<file path="config.mk">
export PLATFORM = sky130hd
export DESIGN_NAME = adc_sample_framer
export DESIGN_NICKNAME = d
export VERILOG_FILES = /design/src/rtl/adc_sample_framer_pkg.sv /design/src/rtl/adc_sample_fifo.sv /design/src/rtl/adc_sample_framer.sv
export SDC_FILE = /design/constraint.sdc
export NUM_CORES = 1
export LEC_CHECK = 0
export ABC_CLOCK_PERIOD_IN_PS = 9400
export CAP_MARGIN = 20
export CORE_MARGIN = 2
export CORE_UTILIZATION = 65
export CTS_BUF_LIST = sky130_fd_sc_hd__clkbuf_4 sky130_fd_sc_hd__clkbuf_8
export DETAILED_ROUTE_END_ITERATION = 10
export PLACE_DENSITY_LB_ADDON = 0.2
export SYNTH_ARGS = -nofsm -noshare
export SYNTH_HDL_FRONTEND = slang
export SYNTH_SLANG_ARGS = --single-unit
</file>
<file path="constraint.sdc">
create_clock -name clock -period 9.4 [get_ports clock]
set_clock_uncertainty 0.2 [all_clocks]
set_input_delay 1.88 -clock clock [delete_from_list [all_inputs] [get_ports clock]]
set_output_delay 1.88 -clock clock [all_outputs]
set_load 0.005 [all_outputs]
</file>
<file path="src/rtl/adc_sample_framer_pkg.sv">
// Shared constants, FSM encoding and byte-builder helpers for the ADC sample framer.
// Build option: define ADC_FRAMER_SEQ_EN to carry the 2-bit sample sequence number
// in FIFO words and HI bytes; without it the HI sequence field is always 2'b00.
package adc_sample_framer_pkg;

   localparam int ADC_RES     = 12;
   localparam int SEQ_W       = 2;
   localparam int SYNC_BIT    = 7;

   // HI byte = {sync=1, seq[1:0], data[11:7]}
   localparam int HI_SEQ_MSB  = 6;
   localparam int HI_SEQ_LSB  = 5;
   localparam int HI_DATA_MSB = 4;
   localparam int HI_DATA_W   = 5;

   // LO byte = {sync=0, data[6:0]}
   localparam int LO_DATA_MSB = 6;
   localparam int LO_DATA_W   = 7;

`ifdef ADC_FRAMER_SEQ_EN
   localparam int WORD_W      = ADC_RES + SEQ_W;
`else
   localparam int WORD_W      = ADC_RES;
`endif

   typedef enum logic [1:0] {
      ST_IDLE = 2'd0,
      ST_HI   = 2'd1,
      ST_LO   = 2'd2
   } frame_state_t;

   function automatic logic [7:0] make_hi(input logic [SEQ_W-1:0]     seq,
                                          input logic [HI_DATA_W-1:0] hi_bits);
      logic [7:0] b;
      b                           = '0;
      b[SYNC_BIT]                 = 1'b1;
      b[HI_SEQ_MSB:HI_SEQ_LSB]    = seq;
      b[HI_DATA_MSB:0]            = hi_bits;
      return b;
   endfunction

   function automatic logic [7:0] make_lo(input logic [LO_DATA_W-1:0] lo_bits);
      logic [7:0] b;
      b                  = '0;
      b[SYNC_BIT]        = 1'b0;
      b[LO_DATA_MSB:0]   = lo_bits;
      return b;
   endfunction

endpackage

</file>
<file path="src/rtl/adc_sample_fifo.sv">
// Synchronous show-ahead FIFO: rd_data always presents the oldest word.
// A write into a full FIFO is accepted only when a read happens in the same cycle.
// flush empties the FIFO synchronously; stored words are left in place but become unreachable.
module adc_sample_fifo #(
   parameter int DATA_W = 14,
   parameter int DEPTH  = 16
) (
   input  logic                     clock,
   input  logic                     reset_n,
   input  logic                     flush,
   input  logic                     wr_en,
   input  logic [DATA_W-1:0]        wr_data,
   input  logic                     rd_en,
   output logic [DATA_W-1:0]        rd_data,
   output logic                     full,
   output logic                     empty,
   output logic [$clog2(DEPTH):0]   count
);

   localparam int AW = $clog2(DEPTH);

   logic [DATA_W-1:0] mem [DEPTH];
   logic [AW-1:0]     wr_ptr;
   logic [AW-1:0]     rd_ptr;
   logic [AW:0]       count_q;
   logic              do_wr;
   logic              do_rd;

   assign full    = (count_q == (AW+1)'(DEPTH));
   assign empty   = (count_q == '0);
   assign count   = count_q;
   assign rd_data = mem[rd_ptr];

   assign do_rd   = rd_en && !empty && !flush;
   assign do_wr   = wr_en && (!full || do_rd) && !flush;

   // Storage array: data only, no reset needed
   always_ff @(posedge clock) begin
      if (do_wr) mem[wr_ptr] <= wr_data;
   end

   // Pointer and occupancy bookkeeping; simultaneous read and write leave count unchanged
   always_ff @(posedge clock or negedge reset_n) begin
      if (!reset_n) begin
         wr_ptr  <= '0;
         rd_ptr  <= '0;
         count_q <= '0;
      end else if (flush) begin
         wr_ptr  <= '0;
         rd_ptr  <= '0;
         count_q <= '0;
      end else begin
         if (do_wr) wr_ptr <= wr_ptr + AW'(1);
         if (do_rd) rd_ptr <= rd_ptr + AW'(1);
         if (do_wr && !do_rd)      count_q <= count_q + (AW+1)'(1);
         else if (!do_wr && do_rd) count_q <= count_q - (AW+1)'(1);
      end
   end

endmodule

</file>
<file path="src/rtl/adc_sample_framer.sv">
// ADC sample framer: buffers 12-bit samples from the ADC reader and emits each one
// as a two-byte self-synchronising frame (HI with sync bit set, then LO) on a
// valid/ready byte stream towards the UART transmitter.
// Build option: ADC_FRAMER_SEQ_EN adds a 2-bit per-sample sequence number (counted
// on every sample pulse, dropped or not) into the HI byte so the host can spot gaps.
module adc_sample_framer
   import adc_sample_framer_pkg::*;
#(
   parameter int FIFO_DEPTH = 16
) (
   input  logic                          clock,
   input  logic                          reset_n,
   input  logic                          clear,
   input  logic                          sample_ready,
   input  logic [11:0]                   sample_data,
   output logic                          tx_valid,
   input  logic                          tx_ready,
   output logic [7:0]                    tx_data,
   output logic [$clog2(FIFO_DEPTH):0]   fifo_count,
   output logic                          overflow
);

   frame_state_t        state;
   frame_state_t        state_nxt;

   logic [WORD_W-1:0]   fifo_wr_word;
   logic [WORD_W-1:0]   fifo_rd_word;
   logic                fifo_full;
   logic                fifo_empty;

   logic [SEQ_W-1:0]    word_seq;
   logic [ADC_RES-1:0]  word_data;
   logic [LO_DATA_W-1:0] lo_hold;

   logic                transfer;
   logic                pop;
   logic                push;
   logic                drop;
   logic                load_hi;
   logic                load_lo;
   logic                valid_nxt;

   assign transfer = tx_valid && tx_ready;

`ifdef ADC_FRAMER_SEQ_EN
   logic [SEQ_W-1:0]    seq;

   // Sequence counter advances on every sample pulse so dropped samples leave a gap
   always_ff @(posedge clock or negedge reset_n) begin
      if (!reset_n)          seq <= '0;
      else if (clear)        seq <= '0;
      else if (sample_ready) seq <= seq + SEQ_W'(1);
   end

   assign fifo_wr_word = {seq, sample_data};
   assign word_seq     = fifo_rd_word[WORD_W-1 -: SEQ_W];
   assign word_data    = fifo_rd_word[ADC_RES-1:0];
`else
   assign fifo_wr_word = sample_data;
   assign word_seq     = '0;
   assign word_data    = fifo_rd_word;
`endif

   // A full FIFO still accepts a sample when the framer pops in the same cycle
   assign push = sample_ready && !clear && (!fifo_full || pop);
   assign drop = sample_ready && !clear && !push;

   adc_sample_fifo #(
      .DATA_W (WORD_W),
      .DEPTH  (FIFO_DEPTH)
   ) u_fifo (
      .clock   (clock),
      .reset_n (reset_n),
      .flush   (clear),
      .wr_en   (push),
      .wr_data (fifo_wr_word),
      .rd_en   (pop),
      .rd_data (fifo_rd_word),
      .full    (fifo_full),
      .empty   (fifo_empty),
      .count   (fifo_count)
   );

   // Sticky drop flag, only cleared by clear or reset
   always_ff @(posedge clock or negedge reset_n) begin
      if (!reset_n)   overflow <= 1'b0;
      else if (clear) overflow <= 1'b0;
      else if (drop)  overflow <= 1'b1;
   end

   // Framer state register; clear abandons any frame in flight
   always_ff @(posedge clock or negedge reset_n) begin
      if (!reset_n)   state <= ST_IDLE;
      else if (clear) state <= ST_IDLE;
      else            state <= state_nxt;
   end

   // Next-state logic: HI and LO advance only on an accepted byte
   always_comb begin
      state_nxt = state;
      case (state)
         ST_IDLE: if (!fifo_empty) state_nxt = ST_HI;
         ST_HI:   if (transfer)    state_nxt = ST_LO;
         ST_LO:   if (transfer)    state_nxt = fifo_empty ? ST_IDLE : ST_HI;
         default:                  state_nxt = ST_IDLE;
      endcase
   end

   // Output decode: pop and byte-load strobes; LO chains straight into the next HI
   always_comb begin
      pop       = 1'b0;
      load_hi   = 1'b0;
      load_lo   = 1'b0;
      valid_nxt = tx_valid;
      case (state)
         ST_IDLE: begin
            if (!fifo_empty) begin
               pop       = 1'b1;
               load_hi   = 1'b1;
               valid_nxt = 1'b1;
            end
         end
         ST_HI: begin
            if (transfer) load_lo = 1'b1;
         end
         ST_LO: begin
            if (transfer) begin
               if (!fifo_empty) begin
                  pop       = 1'b1;
                  load_hi   = 1'b1;
                  valid_nxt = 1'b1;
               end else begin
                  valid_nxt = 1'b0;
               end
            end
         end
         default: valid_nxt = 1'b0;
      endcase
   end

   // Registered byte stream; tx_data only reloads on a handshake or from idle
   always_ff @(posedge clock or negedge reset_n) begin
      if (!reset_n) begin
         tx_valid <= 1'b0;
         tx_data  <= 8'h00;
      end else if (clear) begin
         tx_valid <= 1'b0;
      end else begin
         tx_valid <= valid_nxt;
         if (load_hi)      tx_data <= make_hi(word_seq, word_data[ADC_RES-1:LO_DATA_W]);
         else if (load_lo) tx_data <= make_lo(lo_hold);
      end
   end

   // Low seven data bits of the popped word, held until the LO byte is built
   always_ff @(posedge clock) begin
      if (load_hi) lo_hold <= word_data[LO_DATA_W-1:0];
   end

endmodule

</file>
[Yosys cells after proc, flatten, opt, wreduce, memory -nomap -nowiden]
Memories as Yosys holds them, arrays and structs flattened.
Cells that the tools add are included.
Operators by class
  mux-type cells: 28
  add/subtract/negate cells: 4
  reductions and logical operators: 28
  equal/unequal tests: 7
  bitwise logic cells: 1
Operator list (count)
  two-way mux 4 bit: 4
  two-way mux 8 bit: 2
  two-way mux 5 bit: 3
  two-way mux 1 bit: 12
  logical AND 1 bit: 10
  != test 3 bit (second input constant): 3
  adder 4 x 1 -> 4 bit (second input constant): 2
  two-way mux 2 bit: 4
  nonzero test 2 bit: 4
  logical NOT 1 bit: 6
  case mux 2 bit (3 select lines): 1
  AND reduction 3 bit: 2
  adder 5 x 1 -> 5 bit (second input constant): 1
  equality test 5 bit (second input constant): 1
  logical NOT 5 bit: 1
  subtractor 5 x 1 -> 5 bit (second input constant): 1
  case mux 1 bit (3 select lines): 1
  nonzero test 3 bit: 1
  equality test 2 x 1 -> 1 bit (second input constant): 1
  equality test 2 bit (second input constant): 1
  logical NOT 2 bit: 1
  logical OR 1 bit: 2
  != test 2 bit (second input constant): 1
  case mux 1 bit (2 select lines): 1
  other kinds (2): 2
Word-level totals
  input bits: 17
  logic and storage cells: 77
  bits in registers: 32
  output and inout bits: 15
  memories kept: 1
  RAM bits: 192
Memory list
  u_fifo.mem: words 16, width 12, rd ports 1, clocked after memory_dff 0, write ports 1, RTL line adc_sample_fifo.sv:22  | logic [DATA_W-1:0] mem [DEPTH];

[Logic depth before layout (Yosys ltp)]
  depth in word-level cells: 14
  mapped depth: 11
  depth with buffers taken out: 9

[Hierarchy]
A second synthesis with hierarchy kept.
Second synthesis, totals
  cell total of the unflattened synthesis: 542
  area, all modules: 9177.6 sq um
By module, submodules not included
  adc_sample_fifo: times used 1, cells each 466, seq. area each 6090.8 sq um, area each 8340.5 sq um
  adc_sample_framer: times used 1, cells each 76, seq. area each 510.5 sq um, area each 837.1 sq um

[Least setup slack after synthesis]
Ideal clock, no wire load.
  kind: input to register
  start point: in clear
  end point: mem u_fifo.mem[11][0] in the netlist's numbering (enable)
  cell stages on the path: 4
  data arrival time: 3.940 ns
  setup slack: 4.843 ns
  library setup time: 0.417 ns
  required time: 8.783 ns
  cell sequence: clkbuf_1 -> nor2b_1 -> nand2_1 -> nor4b_1
Between the ends
  cells in the longest elaborated chain, start to end: 7
  elaborated cells between the ends (all ways): 9
  classes of those cells: mux (2); reduce/logical (7)
Ends and longest elaborated chain
  from (decl): RTL line adc_sample_framer.sv:13  | input logic clear,
  logical NOT 1 bit *: RTL line adc_sample_fifo.sv:34, adc_sample_fifo.sv:35, adc_sample_framer.sv:65
  logical AND 1 bit (on tied branches): RTL line adc_sample_framer.sv:65, adc_sample_fifo.sv:34
  logical AND 1 bit or logical OR 1 bit (tied branches): RTL line adc_sample_framer.sv:65, adc_sample_fifo.sv:35
  logical AND 1 bit: RTL line adc_sample_fifo.sv:35  | assign do_wr = wr_en && (!full || do_rd) && !flush;
  logical AND 1 bit *: RTL line adc_sample_fifo.sv:35
  two-way mux 1 bit *: RTL line adc_sample_fifo.sv:39  | if (do_wr) mem[wr_ptr] <= wr_data;
  two-way mux 1 bit (implied by the code) *: RTL line adc_sample_fifo.sv:39
  to (decl): RTL line adc_sample_fifo.sv:22
Every way passes the cells marked *; elsewhere a longest branch is shown, timed or not.

[Worst setup path in the final report]
  start point: in clear
  end point: reg u_fifo.count_q[4] (netlist: u_fifo.count[4])
Between the ends
  cells in the longest elaborated chain, start to end: 8
  elaborated cells between the ends (all ways): 14
  classes of those cells: mux (2); reduce/logical (12)
Ends and longest elaborated chain
  logical NOT 1 bit: RTL line adc_sample_fifo.sv:34, adc_sample_fifo.sv:35, adc_sample_framer.sv:65
  logical AND 1 bit (on tied branches): RTL line adc_sample_framer.sv:65, adc_sample_fifo.sv:34
  logical AND 1 bit or logical OR 1 bit (tied branches): RTL line adc_sample_framer.sv:65, adc_sample_fifo.sv:35
  logical AND 1 bit (2 in series): RTL line adc_sample_fifo.sv:35
  logical AND 1 bit or logical NOT 1 bit (tied branches): RTL line adc_sample_fifo.sv:55, adc_sample_fifo.sv:56
  two-way mux 5 bit or logical AND 1 bit (tied branches): RTL line adc_sample_fifo.sv:55, adc_sample_fifo.sv:56
  two-way mux 5 bit or nonzero test 3 bit (tied branches)
  to (signal assigned): RTL line adc_sample_fifo.sv:55  | if (do_wr && !do_rd) count_q <= count_q + (AW+1)'(1);
  to (signal assigned): RTL line adc_sample_fifo.sv:56  | else if (!do_wr && do_rd) count_q <= count_q - (AW+1)'(1);
  to (decl): RTL line adc_sample_fifo.sv:25  | logic [AW:0] count_q;
Parallel ways exist; a longest one is shown, timed or not.
A chain may end at the register's enable or synchronous reset.

==> results.md <==
- Worst-Skew Late Latency: 0.53 ns
- Crit share post-route: 0.572
- Area of the core: 13800 µm²
- Final core occ: 0.749
- HP Class: flop to flop
- CP endpoint kind: flop
- Antenna diodes: 0
- CTS buffer count: 35
- Max incr delay on CP: about 0.75 ns
- Clock share of power: 0.297
- Layout cells sized above 1: 0.202
- Synth unique cells: 52
- Seq cells post-synth: 224
- Top-area cell type share of the netlist area: 0.652
- Fmax: 0.186 GHz
- Final Max Slew Viols: 0
- Initial drt markers: a little under 500
- Max IR drop VDD: 171 µV
- # IOs: 32
- Clock transition at path regs: 0.06 ns
- H-tree levels: 2
- CP startpoint kind: primary input
- Leading area contributor after synthesis: edfxtp_1
- Root Buffer: clkbuf_8
- YS warnings: 0
- Status: complete, no violations
- Critical path required time: between 9 and 10 ns
- CTS max path bufs: 3
- Syn_nets: 531
- Layout Nets: 584
- Setup TNS: 0 ns
- Cells after DPL: 700
- Post-CTS Resized: 0
- Sw Pwr: roughly 740 µW
- Drt pass-1 iters: 5
- Area contributors post-synth: edfxtp_1 (65%), mux4_2 (8.4%), dfrtp_1 (6.8%), mux2i_1 (3.5%), a221oi_1 (1.4%)
- Post-route ant nets: 0
- DP HPWL: 11300 µm
- Crit path cell chain: clkdlybuf4s50_1, nor2b_1, inv_1, nor2_1, nand2_1, fa_1, a21o_1, a21o_1, mux2_2, a221oi_1
- Post-CTS setup buffers: 0
- Vias: 4882
- Fill cell count: 796
- Number of global-route vias before repair: 4982
- Final hold violations: 0
- Top FF cell, synth: edfxtp_1
- Slew at the pin closest to its max-slew limit: about 1.0 ns
- Syn Std Cell Area: between 9000 and 10000 µm²
- Non-Filler Instances: 760
- Overall routed net length: roughly 19000 µm
- DR DRC count: 0
- Fin crit period: ~5.4 ns
- Gpl congestion: roughly 0.80
- # setup viols final: 0
- Syn-to-layout area delta: 13.0%
- Max-slew headroom: 0.304
- PD cells: 253 nW/µm²
- Remaining global-route overflow: 0
- Crit Path Class: primary input to flop
- Via density: around 6.4
- Sequential share of power: 0.469
- Initial antenna violation count: 0
- Critical path's slowest cell: clkdlybuf4s50_1
- Sw frac: 0.284
- Post-Syn Instances: 504
- Die area: 15100 µm²
- TritonCTS sink count: between 200 and 250
- Die Height: 123 µm
- Port buffer count: 31
- CP arrival: 5.59 ns
- Initial Utilization: 0.663
- Max-cap violations: 0
- Sequential fraction of the synthesis area: 0.720
- Gr usage total: 0.268
- First-pass GRT wire length: 28900 µm
- Leak: 3.45 nW
- Syn avg cell area: 18.2 µm²
- CP Max Fanout: 18
- Largest net degree at the start of global routing: 48
- Post-synth EDFFs: 199
- RSZ-0062 raised after global routing: false
- Cell mode on critical path: a21o_1
- CTS Hold Bufs: 0
- Row count: 43
- Die Wd: 123 µm
- Wire per inst: 24.4 µm
- CTS tree: yes
- Post-synth ARST share: 0.112
- Power consumption: 2.62 mW
- Logic pwr share: 0.234
- Int Pwr: around 1.9 mW
## power groups by stage
stage               sequential (mW)  combinational (mW)  clock [mW]
global placement               1.24               0.594           0
CTS                            1.23               0.614       0.788
floorplan                      1.22               0.448           0
detailed placement             1.25               0.612           0
finish                         1.23               0.612       0.777
global route                   1.24               0.671       0.831
## final cells by class
type | instances | area (µm²) | share of cell area
Sequential cell | 224 | 6610 | 0.638
Clock buffer | 51 | 621 | 0.0599
Timing Repair Buffer | 41 | 385 | 0.0372
Inverter | 11 | 41.3 | 0.00399
Tap cell | 180 | 225 | 0.0217
Clock inverter | 9 | 43.8 | 0.00423
Multi-Input combinational cell | 244 | 2440 | 0.235
## Yosys cell counts, types with 2 or more instances
cell type    n
inv_1       11
a31oi_1      8
o31ai_1      2
clkbuf_1    14
a22oi_1      8
nand3_1      6
nor2b_1      8
a21oi_1     11
buf_4        5
o211ai_4     2
a22o_1      11
nand2_1     22
and4b_1      6
dfrtp_1     25
nor2_1       9
a21o_1       2
mux4_2      34
and4_1       4
xnor2_1      2
or3_1        2
mux2i_1     32
nor4b_1      5
buf_2        4
o21ai_0     15
ha_1         9
nor3_1       6
mux2_2       2
and2_1       2
nor4_1       2
edfxtp_1   199
a221oi_1    15
## final timing paths
path                                 start          endpoint  slack, ns  cells after the start
max                                  clear   u_fifo.count[4]       4.02                     10
max reg2reg                u_fifo.count[0]   u_fifo.count[4]       5.79                      8
max in group asynchronous          reset_n  u_fifo.rd_ptr[0]       7.21                      2
min in group asynchronous          reset_n        tx_data[1]       1.52                      2
min reg2reg                     lo_hold[6]        tx_data[6]       0.28                      1
min                             lo_hold[6]        tx_data[6]       0.28                      1
## metal layers
metal	track usage	vias up	part of all wire
met2	0.431	177	0.50
met4	0.103	0	0.024
met5	0	-	0
met1	0.365	2492	0.41
li1	-	2181	-
met3	0.0590	32	0.064
## flip-flops by register name, summed over array words and instances, names as in the netlist
signal / count
u_fifo.count: 5
tx_valid: 1
u_fifo.mem: 192
u_fifo.rd_ptr: 4
overflow: 1
u_fifo.wr_ptr: 4
lo_hold: 7
tx_data: 8
state: 2
## layout by cell type (no fill, tap or decap), drive strengths merged, types with 2 or more instances in the layout
cell type / count
a21boi: 2
a21o: 2
a21oi: 11
a221oi: 15
a22o: 11
a22oi: 8
a31oi: 8
and2: 2
and4: 4
and4b: 6
buf: 10
clkbuf: 51
clkdlybuf4s50: 31
clkinv: 7
dfrtp: 25
edfxtp: 199
ha: 9
inv: 12
mux2: 3
mux2i: 32
mux4: 34
nand2: 22
nand3: 6
nor2: 9
nor2b: 8
nor3: 6
nor4: 3
nor4b: 5
o211ai: 2
o21ai: 15
o31ai: 2
or3: 2
or4: 2
xnor2: 2
## critical path: cells and delay by family
| family | cells | cell delay, ns |
|---|---|---|
| simple gates | 3 | 1.35 |
| buf+inv | 2 | 0.87 |
| compound gates | 3 | 0.72 |
| fa+ha+maj | 1 | 0.47 |
| mux | 1 | 0.29 |
## kinds of logic (layout without fill, tap and decap cells)
kind of cell / count (synthesis) / count (layout) / share of synthesized area
XOR/XNOR: 3 / 3 / 0.00287
buffers and inverters: 36 / 112 / 0.0182
AO/OA/AOI/OAI: 84 / 84 / 0.0715
AND/OR/NAND/NOR: 78 / 78 / 0.0504
flip-flops: 224 / 224 / 0.720
adder cells (fa/ha/maj): 10 / 10 / 0.0145
multiplexers: 69 / 69 / 0.123
## stage by stage
| stage | hold WS (ns) | worst slack [ns] | cell area [µm²] |
|---|---|---|---|
| final | 0.277 | 4.02 | 10400 |
| after global routing | 0.298 | 3.70 | 10400 |
| after CTS | 0.278 | 4.08 | 10400 |
| after detailed placement | 0.271 | 3.54 | 9690 |
| after global placement | 0.262 | 3.72 | 9690 |
| after floorplan | 0.249 | 4.84 | 9170 |
Power figures use the tool's default switching activity.
